File: config.mk
export PLATFORM = sky130hd
export DESIGN_NAME = mem_arbiter_flat
export DESIGN_NICKNAME = d
export VERILOG_FILES = /design/src/rtl/mem_arbiter_if.sv /design/src/rtl/mem_arbiter.sv /design/src/flat_wrapper.sv
export SDC_FILE = /design/constraint.sdc
export NUM_CORES = 1
export LEC_CHECK = 0
export CAP_MARGIN = 20
export CORE_MARGIN = 1
export CORE_UTILIZATION = 40
export CTS_BUF_LIST = sky130_fd_sc_hd__clkbuf_16
export DETAILED_ROUTE_END_ITERATION = 8
export PLACE_DENSITY_LB_ADDON = 0.12
export SLEW_MARGIN = 20
export SYNTH_ARGS = -nofsm -noshare
export SYNTH_HDL_FRONTEND = slang
export SYNTH_SLANG_ARGS = --single-unit
File: constraint.sdc
create_clock -name clk -period 10.4 [get_ports clk]
set_input_delay 2.08 -clock clk [delete_from_list [all_inputs] [get_ports clk]]
set_output_delay 2.08 -clock clk [all_outputs]
set_load 0.01 [all_outputs]
File: src/rtl/mem_arbiter_if.sv
// mem_arbiter_if: fetch and data requester ports
// plus the shared memory request/response bus.
interface mem_arbiter_if #(
  parameter int AW    = 4,
  parameter int EXTRA = 4
);
  localparam int DW = (2**EXTRA)*8;

  logic             f_req;
  logic [AW:0]      f_addr;
  logic [EXTRA-1:0] f_extra;
  logic             f_gnt;
  logic             f_valid;
  logic [DW-1:0]    f_data;
  logic             f_error;

  logic             d_req;
  logic [AW:0]      d_addr;
  logic [EXTRA-1:0] d_extra;
  logic             d_gnt;
  logic             d_valid;
  logic [DW-1:0]    d_data;
  logic             d_error;

  logic [AW:0]      mem_addr;
  logic [EXTRA-1:0] mem_extra;
  logic [DW-1:0]    mem_data;
  logic             mem_error;

  logic             busy;

  modport slave (
    input  f_req, f_addr, f_extra,
    output f_gnt, f_valid, f_data, f_error,
    input  d_req, d_addr, d_extra,
    output d_gnt, d_valid, d_data, d_error,
    output mem_addr, mem_extra,
    input  mem_data, mem_error,
    output busy
  );

  modport master (
    output f_req, f_addr, f_extra,
    input  f_gnt, f_valid, f_data, f_error,
    output d_req, d_addr, d_extra,
    input  d_gnt, d_valid, d_data, d_error,
    input  mem_addr, mem_extra,
    output mem_data, mem_error,
    input  busy
  );
endinterface

File: src/rtl/mem_arbiter.sv
// mem_arbiter: round-robin arbiter sharing one
// memory between the fetch and data requesters.
module mem_arbiter #(
  parameter int AW    = 4,
  parameter int EXTRA = 4
) (
  input  logic         clk,
  input  logic         reset,
  mem_arbiter_if.slave bus
);

  typedef enum logic [1:0] {
    IDLE,
    ADDR,
    DATA,
    DONE
  } state_t;

  state_t           state;
  state_t           state_nx;
  logic             owner;
  logic             last;
  logic             any_req;
  logic             win_d;
  logic             load;
  logic [AW:0]      win_addr;
  logic [EXTRA-1:0] win_extra;

  // Tie goes to data only when fetch was served last.
  always_comb begin
    any_req   = bus.f_req | bus.d_req;
    win_d     = bus.d_req & (~bus.f_req | ~last);
    win_addr  = win_d ? bus.d_addr : bus.f_addr;
    win_extra = win_d ? bus.d_extra : bus.f_extra;
  end

  // Next state; requests are looked at in IDLE/DONE only.
  always_comb begin
    state_nx = state;
    load     = 1'b0;
    unique case (state)
      IDLE: begin
        if (any_req) begin
          load     = 1'b1;
          state_nx = ADDR;
        end
      end
      ADDR: state_nx = DATA;
      DATA: state_nx = DONE;
      DONE: begin
        if (any_req) begin
          load     = 1'b1;
          state_nx = ADDR;
        end else begin
          state_nx = IDLE;
        end
      end
    endcase
  end

  // Grant/valid pulses decoded from state and owner.
  always_comb begin
    bus.f_gnt   = (state == ADDR) & ~owner;
    bus.d_gnt   = (state == ADDR) & owner;
    bus.f_valid = (state == DONE) & ~owner;
    bus.d_valid = (state == DONE) & owner;
    bus.busy    = (state != IDLE);
  end

  // State register.
  always_ff @(posedge clk or posedge reset) begin
    if (reset) state <= IDLE;
    else       state <= state_nx;
  end

  // Owner, memory request and per-port read capture.
  always_ff @(posedge clk or posedge reset) begin
    if (reset) begin
      owner         <= 1'b0;
      last          <= 1'b1;
      bus.mem_addr  <= '0;
      bus.mem_extra <= '0;
      bus.f_data    <= '0;
      bus.f_error   <= 1'b0;
      bus.d_data    <= '0;
      bus.d_error   <= 1'b0;
    end else begin
      if (load) begin
        owner         <= win_d;
        last          <= win_d;
        bus.mem_addr  <= win_addr;
        bus.mem_extra <= win_extra;
      end
      if (state == DATA) begin
        if (owner) begin
          bus.d_data  <= bus.mem_data;
          bus.d_error <= bus.mem_error;
        end else begin
          bus.f_data  <= bus.mem_data;
          bus.f_error <= bus.mem_error;
        end
      end
    end
  end

endmodule
File: src/flat_wrapper.sv
// flat-port wrapper written by rule: the top's interface ports become plain ports
module mem_arbiter_flat 
#(
  parameter int AW    = 4,
  parameter int EXTRA = 4
)
  (clk, reset, bus_f_req, bus_f_addr, bus_f_extra, bus_f_gnt, bus_f_valid, bus_f_data, bus_f_error, bus_d_req, bus_d_addr, bus_d_extra, bus_d_gnt, bus_d_valid, bus_d_data, bus_d_error, bus_mem_addr, bus_mem_extra, bus_mem_data, bus_mem_error, bus_busy);
  mem_arbiter_if #(.AW(AW), .EXTRA(EXTRA)) bus_i ();
  input  logic clk;
  input  logic reset;
  input wire logic [$bits(bus_i.f_req)-1:0] bus_f_req;
  input wire logic [$bits(bus_i.f_addr)-1:0] bus_f_addr;
  input wire logic [$bits(bus_i.f_extra)-1:0] bus_f_extra;
  output wire logic [$bits(bus_i.f_gnt)-1:0] bus_f_gnt;
  output wire logic [$bits(bus_i.f_valid)-1:0] bus_f_valid;
  output wire logic [$bits(bus_i.f_data)-1:0] bus_f_data;
  output wire logic [$bits(bus_i.f_error)-1:0] bus_f_error;
  input wire logic [$bits(bus_i.d_req)-1:0] bus_d_req;
  input wire logic [$bits(bus_i.d_addr)-1:0] bus_d_addr;
  input wire logic [$bits(bus_i.d_extra)-1:0] bus_d_extra;
  output wire logic [$bits(bus_i.d_gnt)-1:0] bus_d_gnt;
  output wire logic [$bits(bus_i.d_valid)-1:0] bus_d_valid;
  output wire logic [$bits(bus_i.d_data)-1:0] bus_d_data;
  output wire logic [$bits(bus_i.d_error)-1:0] bus_d_error;
  output wire logic [$bits(bus_i.mem_addr)-1:0] bus_mem_addr;
  output wire logic [$bits(bus_i.mem_extra)-1:0] bus_mem_extra;
  input wire logic [$bits(bus_i.mem_data)-1:0] bus_mem_data;
  input wire logic [$bits(bus_i.mem_error)-1:0] bus_mem_error;
  output wire logic [$bits(bus_i.busy)-1:0] bus_busy;
  assign bus_i.f_req = bus_f_req;
  assign bus_i.f_addr = bus_f_addr;
  assign bus_i.f_extra = bus_f_extra;
  assign bus_f_gnt = bus_i.f_gnt;
  assign bus_f_valid = bus_i.f_valid;
  assign bus_f_data = bus_i.f_data;
  assign bus_f_error = bus_i.f_error;
  assign bus_i.d_req = bus_d_req;
  assign bus_i.d_addr = bus_d_addr;
  assign bus_i.d_extra = bus_d_extra;
  assign bus_d_gnt = bus_i.d_gnt;
  assign bus_d_valid = bus_i.d_valid;
  assign bus_d_data = bus_i.d_data;
  assign bus_d_error = bus_i.d_error;
  assign bus_mem_addr = bus_i.mem_addr;
  assign bus_mem_extra = bus_i.mem_extra;
  assign bus_i.mem_data = bus_mem_data;
  assign bus_i.mem_error = bus_mem_error;
  assign bus_busy = bus_i.busy;
  mem_arbiter #(.AW(AW), .EXTRA(EXTRA)) u_core (.clk(clk), .reset(reset), .bus(bus_i));
endmodule
After elaboration in Yosys (flattened, before gate mapping) --
Index checks and enable logic that the tools add are counted.
Storage, ports and cells: word-level logic and storage cells 35, output and inout port bits 272, input port bits 151, register bits 271
Operators by class: reductions and logical operators 5, bitwise logic cells 10, equal/unequal tests 4, multiplexer cells 7
Operators by type and width (number):
- $pmux 2 s4 | 1
- $and 1x1->1 | 5
- $mux 5 | 1
- $eq 2x2->1 const B | 2
- $mux 4 | 1
- $reduce_and 2->1 | 2
- $mux 1 | 3
- $not 1->1 | 3
- $eq 2x1->1 const B | 1
- $logic_not 2->1 | 1
- $mux 2 | 1
- $ne 2x1->1 const B | 1
- $or 1x1->1 | 2
- $reduce_bool 2->1 | 1
- $reduce_or 2->1 | 1

Depth between registers and ports, before layout --
Gate-level depths: netlist of run 1.
word-level depth 4, depth in mapped cells 6, mapped depth without buffers 5

Worst setup path after synthesis of run 1 --
No wires, ideal clock.
kind register to output, from reg u_core.state[0], to out bus_f_valid, arrival time 0.803 ns, path buffers 0, data required time 8.320 ns, slack 7.517 ns, cell stages (with the launch flop) 3, path through dfrtp_1 ha_1 and2b_1
Between the ends: longest elaborated chain between the ends 2
Ends and longest elaborated chain:
- start: declaration | RTL line mem_arbiter.sv:19 | state_t state;
- start signal: assignment | RTL line mem_arbiter.sv:73 | else state <= state_nx;
- $eq 2x2->1 | RTL line mem_arbiter.sv:65 | bus.f_valid = (state == DONE) & ~owner;
- $and 1x1->1 | RTL line mem_arbiter.sv:65
- end: declaration | RTL line flat_wrapper.sv:15 | output wire logic [$bits(bus_i.f_valid)-1:0] bus_f_valid;
No other way between the ends.

Worst setup path in the final report of run 1 --
from reg u_core.state[1], to out bus_d_gnt
Between the ends: longest elaborated chain between the ends 2
Ends and longest elaborated chain:
- $eq 2x1->1 | RTL line mem_arbiter.sv:64 | bus.d_gnt = (state == ADDR) & owner;
- $and 1x1->1 | RTL line mem_arbiter.sv:64
- end: declaration | RTL line flat_wrapper.sv:21 | output wire logic [$bits(bus_i.d_gnt)-1:0] bus_d_gnt;
No other way between the ends.

==> flow_results.xml, run 1 <==
<?xml version="1.0" encoding="UTF-8"?>
<metrics>
  <group name="pwr">
    <metric name="power.density" unit="nW/um2">347</metric>
    <metric name="report.power.total" unit="mW">5.61</metric>
    <metric name="ir_worst_vdd" unit="V">0.000203</metric>
    <metric name="leakage" unit="nW">7.18</metric>
  </group>
  <group name="run">
    <metric name="total_of_max_cap_violations" unit="">0</metric>
  </group>
  <group name="floorplanning">
    <metric name="initial_utilization" unit="%">41.3</metric>
    <metric name="die_y" unit="um">167</metric>
    <metric name="core_area" unit="um2">26400</metric>
    <metric name="die_width" unit="um">167</metric>
    <metric name="boundaryPins" unit="">423</metric>
    <metric name="fp.dieArea" unit="um2">27900</metric>
    <metric name="rows" unit="">59</metric>
  </group>
  <group name="global_route">
    <metric name="first_pass_grt_wire_length" unit="um">42400</metric>
    <metric name="grt_overflow" unit="">0</metric>
    <metric name="grt_start_max_net_pins" unit="">150</metric>
    <metric name="grt_util_all_layers" unit="%">19.6</metric>
    <metric name="vias_in_the_first_global_route" unit="">6957</metric>
    <metric name="antenna_found_initial" unit="">0</metric>
  </group>
  <group name="worst_hold_path">
    <metric name="hp-start" unit="">u_core.bus.f_data[79]$_DFFE_PP0P_</metric>
    <metric name="hold_path_depth" unit="">1</metric>
    <metric name="worst_hold_path.endpoint" unit="">u_core.bus.f_data[79]$_DFFE_PP0P_</metric>
    <metric name="min_path_type" unit="">reg -&gt; reg</metric>
  </group>
  <group name="setup_path">
    <metric name="worstPathMaxFanout" unit="">4</metric>
    <metric name="timing.reg2reg.worst_path_depth" unit="">5</metric>
    <metric name="critPathRequiredTime" unit="ns">8.32</metric>
    <metric name="arrival_time_at_the_worst_endpoint" unit="ns">1.93</metric>
    <metric name="timing.critical_path.from_type" unit="">flip-flop</metric>
    <metric name="critical_path_sink_type" unit="">output pin</metric>
    <metric name="setup.reg_to_reg.worst_slack" unit="ns">7.35</metric>
    <metric name="r2r-start" unit="">u_core.state[0]$_DFFE_PP0P_</metric>
    <metric name="timing.rr.end" unit="">u_core.bus.d_data[110]$_DFFE_PP0P_</metric>
    <metric name="worst-setup-path-type" unit="">reg -&gt; out</metric>
  </group>
  <group name="synthesis">
    <metric name="synth.most_common_cell" unit="">dfrtp_1</metric>
    <metric name="postSynthCellCount" unit="">626</metric>
    <metric name="synth_seq_cells" unit="">271</metric>
    <metric name="ys_top_cells_by_count" unit="">270 x dfrtp_1, 137 x mux2_2, 110 x mux2_4</metric>
    <metric name="mappedNetlistNets" unit="">782</metric>
    <metric name="synth_area" unit="um2">10900</metric>
    <metric name="synth-edff-count" unit="">0</metric>
    <metric name="postSynth.asyncResetShare" unit="%">100</metric>
    <metric name="synth_top_area_share" unit="%">62.1</metric>
    <metric name="synth-seq-area-share" unit="%">62.4</metric>
    <metric name="post_synth.cell_area_avg" unit="um2">17.4</metric>
    <metric name="netlist.top_cell.by_area" unit="">dfrtp_1</metric>
    <metric name="synthTopCellsByArea" unit="">dfrtp_1 62%, mux2_4 15%, mux2_2 14%</metric>
    <metric name="leading_register_cell_type_out_of_synthesis" unit="">dfrtp_1</metric>
    <metric name="yosys_warnings" unit="">0</metric>
    <metric name="synthDistinctLibCells" unit="">27</metric>
  </group>
  <group name="sta">
    <metric name="finalSetupTns" unit="ns">0</metric>
    <metric name="drv_slew" unit="">0</metric>
    <metric name="final.hold.worst_slack" unit="ns">0.490</metric>
    <metric name="tightest_slew" unit="ns">0.921</metric>
    <metric name="fin_ws" unit="ns">6.39</metric>
    <metric name="setup_repair_after_global_routing_missed_its_margin" unit="">no</metric>
    <metric name="worst_clock_skew" unit="ns">0.00740</metric>
    <metric name="final_worst_path_period_need" unit="ns">4.01</metric>
    <metric name="setup_viol_count_final" unit="">0</metric>
    <metric name="relSlewSlack" unit="%">38.6</metric>
    <metric name="max_freq" unit="MHz">249</metric>
    <metric name="layout_worst_path_cycle_share" unit="%">38.6</metric>
    <metric name="final-hold-violation-count" unit="">0</metric>
  </group>
  <group name="route">
    <metric name="total_iterations_of_the_first_detailed_routing_run" unit="">4</metric>
    <metric name="via_count" unit="">6680</metric>
    <metric name="dr_iter_0_viols" unit="">319</metric>
    <metric name="detail_route.drc_violations" unit="">0</metric>
    <metric name="drt-total-wl" unit="um">27500</metric>
    <metric name="post_drt_wl_per_cell" unit="um">19.5</metric>
    <metric name="detail_route.vias_per_cell" unit="">4.74</metric>
    <metric name="ant_nets" unit="">0</metric>
  </group>
  <group name="clocking">
    <metric name="worstSkewPairLatency" unit="ns">0.54</metric>
    <metric name="cts_hold_buf" unit="">0</metric>
    <metric name="clock_sink_count" unit="">271</metric>
    <metric name="cts-root-buf" unit="">clkbuf_16</metric>
    <metric name="cts_made_buffers" unit="">30</metric>
    <metric name="tritoncts" unit="">done</metric>
    <metric name="clockBufferDepth" unit="">3</metric>
    <metric name="number_of_levels_the_h_tree_was_split_into" unit="">1</metric>
    <metric name="clk_pin_slew" unit="ns">0.06</metric>
    <metric name="post_cts_resized" unit="">0</metric>
    <metric name="postCtsSetupRepairBufs" unit="">0</metric>
  </group>
  <group name="placement">
    <metric name="dp_cells" unit="">1354</metric>
    <metric name="port_buffers" unit="">422</metric>
    <metric name="hpwlAfterDp" unit="um">18800</metric>
    <metric name="place_area" unit="um2">15200</metric>
    <metric name="global_placer_s_final_weighted_congestion" unit="">0.769</metric>
    <metric name="post-place-ws" unit="ns">6.32</metric>
  </group>
  <group name="layout">
    <metric name="nets" unit="">1208</metric>
    <metric name="final_area" unit="um2">16200</metric>
    <metric name="layoutNonFillerInstCount" unit="">1410</metric>
    <metric name="final_core_utilization" unit="%">61.3</metric>
    <metric name="ant_diodes" unit="">0</metric>
    <metric name="ratio_of_cells_with_drive_above_1_in_the_final_layout" unit="%">27.6</metric>
    <metric name="areaGrowthSynthToFinish" unit="%">48.6</metric>
  </group>
  <group name="outcome">
    <metric name="status" unit="">complete, no violations</metric>
  </group>
</metrics>
==> how the worst max path moves through the flow <==
stage / from / endpoint / slack [ns] / cells after the start
4_1_cts: u_core.state[1]$_DFFE_PP0P_ / bus_d_gnt / 6.34 / 4
3_3_place_gp: reset / u_core.bus.f_data[43]$_DFFE_PP0P_ / 6.30 / 3
2_1_floorplan: reset / u_core.bus.d_data[0]$_DFFE_PP0P_ / 0.85 / 1
5_1_grt: u_core.state[1]$_DFFE_PP0P_ / bus_d_gnt / 6.27 / 4
6_report: u_core.state[1]$_DFFE_PP0P_ / bus_d_gnt / 6.39 / 4
3_5_place_dp: reset / u_core.bus.d_data[34]$_DFFE_PP0P_ / 6.32 / 3
==> cell type report <==
type | count | area [um2]
Sequential cell | 271 | 6780
Fill cell | 2031 | 10200
Clock inverter | 24 | 179
Clock buffer | 31 | 776
Inverter | 6 | 30.0
Tap cell | 335 | 419
Timing Repair Buffer | 425 | 4280
Multi-Input combinational cell | 318 | 3700
==> cell families (layout without fill, tap and decap cells) <==
kind of cell             Yosys count  after routing  share of synthesized area [%]
buffers and inverters             37            486                           3.90
multiplexers                     258            258                           30.5
flip-flops                       271            271                           62.4
AND/OR/NAND/NOR                   36             36                           1.45
adder cells (fa/ha/maj)            5              5                          0.575
AO/OA/AOI/OAI                     19             19                           1.20
==> per-layer routing <==
layer / global-route usage (%) / wire length (um) / up-vias
met5: 0 / 0 / -
met2: 33.1 / 13500 / 273
met4: 4.35 / 416 / 0
met1: 23.6 / 10800 / 3325
met3: 7.32 / 2720 / 36
li1: - / - / 3046
==> placed cells by master, fill, tap and decap left out, types with 2 or more instances in the layout <==
cell type	count
o21ai_0	2
and2b_1	2
mux2_1	11
and2_1	2
dfrtp_1	270
ha_1	5
clkinv_1	7
nand2_8	2
clkbuf_16	31
clkdlybuf4s50_1	422
bufinv_16	3
nor2_1	10
mux2_2	137
inv_1	13
mux2_4	110
a31oi_1	11
clkinv_2	4
nand2_1	19
==> state kept, by name, indices dropped and copies added, names as in the netlist <==
signal                flops
u_core.bus.f_data       128
u_core.bus.d_data       128
u_core.last               1
u_core.bus.mem_extra      4
u_core.bus.f_error        1
u_core.owner              1
u_core.bus.d_error        1
u_core.bus.mem_addr       5
u_core.state              2
==> where the power goes <==
group / switching (mW) / total (mW) / leakage (nW) / internal, mW
clock network: 0.416 / 1.02 / 0.503 / 0.608
logic: 0.989 / 2.68 / 3.52 / 1.69
registers: 0.294 / 1.91 / 3.15 / 1.61
total: 1.70 / 5.61 / 7.18 / 3.91
==> critical path, stage by stage, from the launching register on <==
cell             delay (ns)
dfrtp_1                0.41
inv_1                  0.13
ha_1                   0.18
and2_1                 0.14
clkdlybuf4s50_1        0.53
Power figures use the tool's default switching activity.
==> inputs of run 2 (changes only) <==
==> constraint.sdc (replaced) <==
create_clock -name clk -period 3.9 [get_ports clk]
set_input_delay 0.78 -clock clk [delete_from_list [all_inputs] [get_ports clk]]
set_output_delay 0.78 -clock clk [all_outputs]
set_load 0.01 [all_outputs]
==> run 2 against run 1 <==
Total power grew to 2.6 times the previous value. Clock-buffer cell count shrank 2. Register-to-register slack got worse by 6.0 ns. Worst hold slack improved by 0.0050 ns. Die area is the same. Clock power is 140% higher. Routed wire length rose by 0.85%. Utilization fell by 0.090 points. Clock skew up 0.0057 ns. Via count rose by 0.81%. Final cell count rose by 0.35%. Sequential power rose to 2.7 times the previous value. Largest power group unchanged.
==> flow_results.xml, run 2 (synthesis gave the netlist of run 1 again) <==
<?xml version="1.0" encoding="UTF-8"?>
<metrics>
  <group name="outcome">
    <metric name="status" unit="">complete, no violations</metric>
  </group>
  <group name="sta">
    <metric name="final_worst_path_period_need" unit="ns">2.71</metric>
    <metric name="worst_clock_skew" unit="ns">0.0131</metric>
    <metric name="final.hold.worst_slack" unit="ns">0.495</metric>
    <metric name="drv_slew" unit="">0</metric>
    <metric name="finalSetupTns" unit="ns">0</metric>
    <metric name="setup_viol_count_final" unit="">0</metric>
    <metric name="setup_repair_after_global_routing_missed_its_margin" unit="">no</metric>
    <metric name="max_freq" unit="MHz">368</metric>
    <metric name="tightest_slew" unit="ns">0.758</metric>
    <metric name="relSlewSlack" unit="%">49.5</metric>
    <metric name="fin_ws" unit="ns">1.19</metric>
    <metric name="final-hold-violation-count" unit="">0</metric>
    <metric name="layout_worst_path_cycle_share" unit="%">69.6</metric>
  </group>
  <group name="pwr">
    <metric name="power.density" unit="nW/um2">912</metric>
    <metric name="ir_worst_vdd" unit="V">0.000477</metric>
    <metric name="leakage" unit="nW">7.16</metric>
    <metric name="report.power.total" unit="mW">14.7</metric>
  </group>
  <group name="global_route">
    <metric name="first_pass_grt_wire_length" unit="um">43000</metric>
    <metric name="antenna_found_initial" unit="">2</metric>
    <metric name="grt_overflow" unit="">0</metric>
    <metric name="grt_start_max_net_pins" unit="">69</metric>
    <metric name="vias_in_the_first_global_route" unit="">7230</metric>
    <metric name="grt_util_all_layers" unit="%">19.8</metric>
  </group>
  <group name="layout">
    <metric name="ratio_of_cells_with_drive_above_1_in_the_final_layout" unit="%">28.0</metric>
    <metric name="filler_cell_count" unit="">2044</metric>
    <metric name="layoutNonFillerInstCount" unit="">1415</metric>
    <metric name="final_area" unit="um2">16100</metric>
    <metric name="top_regs" unit="">u_core.bus.d_data: 128 flops, u_core.bus.f_data: 128 flops, u_core.bus.mem_addr: 5 flops</metric>
    <metric name="final_core_utilization" unit="%">61.2</metric>
    <metric name="seqCellArea" unit="um2">6780</metric>
    <metric name="areaGrowthSynthToFinish" unit="%">48.4</metric>
    <metric name="nets" unit="">1213</metric>
    <metric name="final_common_cell" unit="">clkdlybuf4s50_1</metric>
    <metric name="area_of_the_multi_input_gates" unit="um2">3700</metric>
    <metric name="final_cell_mix" unit="">422 x clkdlybuf4s50_1, 270 x dfrtp_1, 137 x mux2_2</metric>
  </group>
  <group name="setup_path">
    <metric name="timing.reg2reg.worst_path_depth" unit="">5</metric>
    <metric name="r2r-start" unit="">u_core.state[0]$_DFFE_PP0P_</metric>
    <metric name="timing.rr.end" unit="">u_core.bus.d_data[46]$_DFFE_PP0P_</metric>
    <metric name="critPathRequiredTime" unit="ns">3.12</metric>
    <metric name="list_of_cells_traversed_by_the_critical_path" unit="">inv_1, ha_1, and2_1, clkdlybuf4s50_1</metric>
    <metric name="timing.critical_path.from_type" unit="">flip-flop</metric>
    <metric name="arrival_time_at_the_worst_endpoint" unit="ns">1.93</metric>
    <metric name="worstPathMaxFanout" unit="">4</metric>
    <metric name="worst-setup-path-type" unit="">reg -&gt; out</metric>
    <metric name="crit_slowest_cell" unit="">clkdlybuf4s50_1</metric>
    <metric name="setup.reg_to_reg.worst_slack" unit="ns">1.36</metric>
    <metric name="critical_path_sink_type" unit="">output pin</metric>
    <metric name="max_stage_delay" unit="ns">0.56</metric>
  </group>
  <group name="clocking">
    <metric name="worstSkewPairLatency" unit="ns">0.53</metric>
    <metric name="post_cts_resized" unit="">0</metric>
    <metric name="clock_sink_count" unit="">271</metric>
    <metric name="cts_made_buffers" unit="">29</metric>
    <metric name="clockBufferDepth" unit="">3</metric>
    <metric name="cts_hold_buf" unit="">0</metric>
    <metric name="cts-root-buf" unit="">clkbuf_16</metric>
    <metric name="tritoncts" unit="">done</metric>
    <metric name="number_of_levels_the_h_tree_was_split_into" unit="">1</metric>
    <metric name="clk_pin_slew" unit="ns">0.06</metric>
    <metric name="postCtsSetupRepairBufs" unit="">0</metric>
  </group>
  <group name="floorplanning">
    <metric name="rows" unit="">59</metric>
    <metric name="die_width" unit="um">167</metric>
    <metric name="die_y" unit="um">167</metric>
    <metric name="initial_utilization" unit="%">41.3</metric>
    <metric name="boundaryPins" unit="">423</metric>
    <metric name="core_area" unit="um2">26400</metric>
    <metric name="fp.dieArea" unit="um2">27900</metric>
  </group>
  <group name="placement">
    <metric name="port_buffers" unit="">422</metric>
    <metric name="global_placer_s_final_weighted_congestion" unit="">0.748</metric>
    <metric name="hpwlAfterDp" unit="um">19600</metric>
    <metric name="place_area" unit="um2">15300</metric>
    <metric name="post-place-ws" unit="ns">1.35</metric>
    <metric name="dp_cells" unit="">1361</metric>
  </group>
  <group name="route">
    <metric name="detail_route.drc_violations" unit="">0</metric>
    <metric name="drt-total-wl" unit="um">27700</metric>
    <metric name="ant_nets" unit="">0</metric>
    <metric name="total_iterations_of_the_first_detailed_routing_run" unit="">6</metric>
    <metric name="via_count" unit="">6734</metric>
    <metric name="post_drt_wl_per_cell" unit="um">19.6</metric>
    <metric name="detail_route.vias_per_cell" unit="">4.76</metric>
    <metric name="dr_iter_0_viols" unit="">382</metric>
  </group>
  <group name="worst_hold_path">
    <metric name="worst_hold_path.endpoint" unit="">u_core.bus.f_data[81]$_DFFE_PP0P_</metric>
    <metric name="hp-start" unit="">u_core.bus.f_data[81]$_DFFE_PP0P_</metric>
    <metric name="hold_path_depth" unit="">1</metric>
    <metric name="min_path_type" unit="">reg -&gt; reg</metric>
  </group>
  <group name="run">
    <metric name="total_of_max_cap_violations" unit="">0</metric>
  </group>
</metrics>
[run 2: final cells by class]
type / count / share of cell area, %
clock inverter: 23 / 0.799
clock buffer: 29 / 4.50
antenna: 2 / 0.0310
multi-input combinational: 318 / 22.9
tap: 335 / 2.60
sequential: 271 / 42.0
timing repair buffer: 431 / 27.0
inverter: 6 / 0.163
[run 2: worst max path at each step]
stage	slack, ns	end	cells past startpoint	start
floorplan	-0.46	u_core.bus.d_data[0]$_DFFE_PP0P_	1	reset
global placement	1.40	u_core.bus.d_data[124]$_DFFE_PP0P_	5	u_core.state[0]$_DFFE_PP0P_
detailed placement	1.35	u_core.bus.d_error$_DFFE_PP0P_	5	u_core.state[0]$_DFFE_PP0P_
CTS	1.15	bus_d_gnt	4	u_core.state[1]$_DFFE_PP0P_
global route	1.07	bus_f_gnt	4	u_core.state[1]$_DFFE_PP0P_
finish	1.19	bus_d_gnt	4	u_core.state[1]$_DFFE_PP0P_
[run 2: per-layer routing]
metal,wire length (um),GRT usage [%],up-vias
met1,10900,23.6,3332
li1,-,-,3068
met4,702,5.92,0
met3,2860,8.20,40
met2,13300,32.6,294
met5,0,0,-
[run 2: power by group]
part	total (mW)	switching [mW]	internal, mW	leakage, nW
logic	7.14	2.64	4.50	3.56
registers	5.09	0.793	4.30	3.15
clock network	2.48	1.08	1.40	0.448
[run 2: worst max-delay path: cells and delay by family, from the launching register on]
kind / cells / cell delay [ns]
buf+inv: 2 / 0.69
simple gates: 1 / 0.11
fa+ha+maj: 1 / 0.17
flops: 1 / 0.41
==> inputs of run 3 (changes only) <==
==> constraint.sdc (replaced) <==
create_clock -name clk -period 2.5 [get_ports clk]
set_input_delay 0.5 -clock clk [delete_from_list [all_inputs] [get_ports clk]]
set_output_delay 0.5 -clock clk [all_outputs]
set_load 0.01 [all_outputs]
==> run 3 against run 2 <==
Register-to-register slack worse by 0.88 ns. Highest routed layer unchanged. Worst hold slack worse by 0.11 ns. Clock-buffer cell count unchanged.
==> flow_results.xml, run 3 (synthesis gave the netlist of run 1 again) <==
<?xml version="1.0" encoding="UTF-8"?>
<metrics>
  <group name="clocking">
    <metric name="cts_made_buffers" unit="">29</metric>
    <metric name="clk_pin_slew" unit="ns">0.06</metric>
    <metric name="clockBufferDepth" unit="">3</metric>
    <metric name="clock_sink_count" unit="">271</metric>
    <metric name="cts_hold_buf" unit="">0</metric>
    <metric name="number_of_levels_the_h_tree_was_split_into" unit="">1</metric>
    <metric name="tritoncts" unit="">done</metric>
    <metric name="worstSkewPairLatency" unit="ns">0.53</metric>
    <metric name="cts-root-buf" unit="">clkbuf_16</metric>
  </group>
  <group name="sta">
    <metric name="setup_repair_after_global_routing_missed_its_margin" unit="">no</metric>
    <metric name="relSlewSlack" unit="%">61.6</metric>
    <metric name="finalSetupTns" unit="ns">0</metric>
    <metric name="final_worst_path_period_need" unit="ns">2.37</metric>
    <metric name="final-hold-violation-count" unit="">0</metric>
    <metric name="tightest_slew" unit="ns">0.575</metric>
    <metric name="worst_clock_skew" unit="ns">0.0101</metric>
    <metric name="layout_worst_path_cycle_share" unit="%">94.9</metric>
    <metric name="setup_viol_count_final" unit="">0</metric>
    <metric name="final.hold.worst_slack" unit="ns">0.382</metric>
    <metric name="drv_slew" unit="">0</metric>
    <metric name="max_freq" unit="MHz">422</metric>
    <metric name="fin_ws" unit="ns">0.129</metric>
  </group>
  <group name="setup_path">
    <metric name="critical_path_sink_type" unit="">output pin</metric>
    <metric name="worst-setup-path-type" unit="">reg -&gt; out</metric>
    <metric name="setup.reg_to_reg.worst_slack" unit="ns">0.48</metric>
    <metric name="timing.critical_path.from_type" unit="">flip-flop</metric>
    <metric name="arrival_time_at_the_worst_endpoint" unit="ns">1.87</metric>
    <metric name="critPathRequiredTime" unit="ns">2.00</metric>
    <metric name="worstPathMaxFanout" unit="">4</metric>
    <metric name="timing.reg2reg.worst_path_depth" unit="">5</metric>
  </group>
  <group name="floorplanning">
    <metric name="initial_utilization" unit="%">41.3</metric>
    <metric name="die_width" unit="um">167</metric>
    <metric name="rows" unit="">59</metric>
    <metric name="fp.dieArea" unit="um2">27900</metric>
    <metric name="boundaryPins" unit="">423</metric>
    <metric name="die_y" unit="um">167</metric>
    <metric name="core_area" unit="um2">26400</metric>
  </group>
  <group name="layout">
    <metric name="final_cell_mix" unit="">420 x clkdlybuf4s50_1, 269 x dfrtp_1, 137 x mux2_2</metric>
    <metric name="final_common_cell" unit="">clkdlybuf4s50_1</metric>
    <metric name="nets" unit="">1230</metric>
    <metric name="top_regs" unit="">u_core.bus.d_data: 128 flops, u_core.bus.f_data: 128 flops, u_core.bus.mem_addr: 5 flops</metric>
    <metric name="ratio_of_cells_with_drive_above_1_in_the_final_layout" unit="%">29.2</metric>
    <metric name="final_area" unit="um2">16400</metric>
    <metric name="areaGrowthSynthToFinish" unit="%">50.6</metric>
    <metric name="final_core_utilization" unit="%">62.1</metric>
    <metric name="layoutNonFillerInstCount" unit="">1431</metric>
  </group>
  <group name="placement">
    <metric name="dp_cells" unit="">1378</metric>
    <metric name="hpwlAfterDp" unit="um">20600</metric>
    <metric name="global_placer_s_final_weighted_congestion" unit="">0.766</metric>
    <metric name="port_buffers" unit="">422</metric>
    <metric name="post-place-ws" unit="ns">0.475</metric>
    <metric name="place_area" unit="um2">15400</metric>
  </group>
  <group name="route">
    <metric name="detail_route.drc_violations" unit="">0</metric>
    <metric name="via_count" unit="">6838</metric>
    <metric name="detail_route.vias_per_cell" unit="">4.78</metric>
    <metric name="ant_nets" unit="">0</metric>
    <metric name="dr_iter_0_viols" unit="">233</metric>
    <metric name="drt-total-wl" unit="um">28200</metric>
    <metric name="post_drt_wl_per_cell" unit="um">19.7</metric>
    <metric name="total_iterations_of_the_first_detailed_routing_run" unit="">4</metric>
  </group>
  <group name="outcome">
    <metric name="status" unit="">complete, no violations</metric>
  </group>
  <group name="run">
    <metric name="total_of_max_cap_violations" unit="">0</metric>
  </group>
  <group name="global_route">
    <metric name="grt_util_all_layers" unit="%">20.4</metric>
    <metric name="grt_overflow" unit="">0</metric>
    <metric name="grt_use_met3" unit="%">7.65</metric>
    <metric name="grt_start_max_net_pins" unit="">68</metric>
    <metric name="antenna_found_initial" unit="">1</metric>
    <metric name="top_usage_layer" unit="">met2</metric>
    <metric name="vias_in_the_first_global_route" unit="">7315</metric>
    <metric name="use_met1" unit="%">24.9</metric>
    <metric name="first_pass_grt_wire_length" unit="um">44100</metric>
    <metric name="use_met2" unit="%">33.6</metric>
  </group>
  <group name="pwr">
    <metric name="report.power.total" unit="mW">23.4</metric>
    <metric name="power.density" unit="nW/um2">1430</metric>
    <metric name="ir_worst_vdd" unit="V">0.000745</metric>
    <metric name="leakage" unit="nW">7.32</metric>
  </group>
  <group name="worst_hold_path">
    <metric name="min_path_type" unit="">in -&gt; async</metric>
  </group>
</metrics>
==> run 3: changes by cell type in the layout (fill, tap and decap cells not counted), sizes merged <==
cell and delta:
diode -1, clkinv -3, dlymetal6s2s +2, clkdlybuf4s50 -2
bufinv +3, buf +17
==> run 3: power by group <==
part	leakage, nW	total [mW]	internal, mW	switching [mW]
Sequential	3.15	7.96	6.71	1.25
Clock	0.478	4.20	2.50	1.70
Combinational	3.69	11.3	7.14	4.14
Total	7.32	23.4	16.4	7.09
==> run 3: area by class of cell <==
type                            instances  area [um2]
Antenna cell                            1        2.50
Clock buffer                           29         726
Timing Repair Buffer                  448        4520
Multi-Input combinational cell        318        3700
Inverter                                6        26.3
Clock inverter                         23         200
Tap cell                              335         419
Fill cell                            2057        9980
Sequential cell                       271        6780
==> run 3: final timing paths <==
kind	start	end
hold / removal	reset	u_core.bus.f_data[32]$_DFFE_PP0P_
setup reg to reg	u_core.state[0]$_DFFE_PP0P_	u_core.bus.d_data[36]$_DFFE_PP0P_
setup / recovery	u_core.state[1]$_DFFE_PP0P_	bus_busy
max in group asynchronous	reset	u_core.bus.d_data[62]$_DFFE_PP0P_
hold reg to reg	u_core.bus.f_data[78]$_DFFE_PP0P_	u_core.bus.f_data[78]$_DFFE_PP0P_
min in group clk	u_core.bus.f_data[78]$_DFFE_PP0P_	u_core.bus.f_data[78]$_DFFE_PP0P_
==> run 3: per-layer routing <==
metal | up-vias | routed length [um]
li1 | 3098 | -
met1 | 3398 | 11200
met2 | 303 | 13500
met3 | 39 | 2770
met4 | 0 | 688
met5 | - | 0
==> run 3: timing repair <==
action | 4_1_cts | 5_1_grt
buffers inserted | 0 | 0
resized for setup | 0 | 3
endpoints found under the setup margin | 0 | 3
==> run 3: critical path: stages (launching register included) <==
cell and delay [ns]:
dfrtp_1 0.41, inv_1 0.11, ha_1 0.21, inv_1 0.05, clkdlybuf4s50_1 0.56
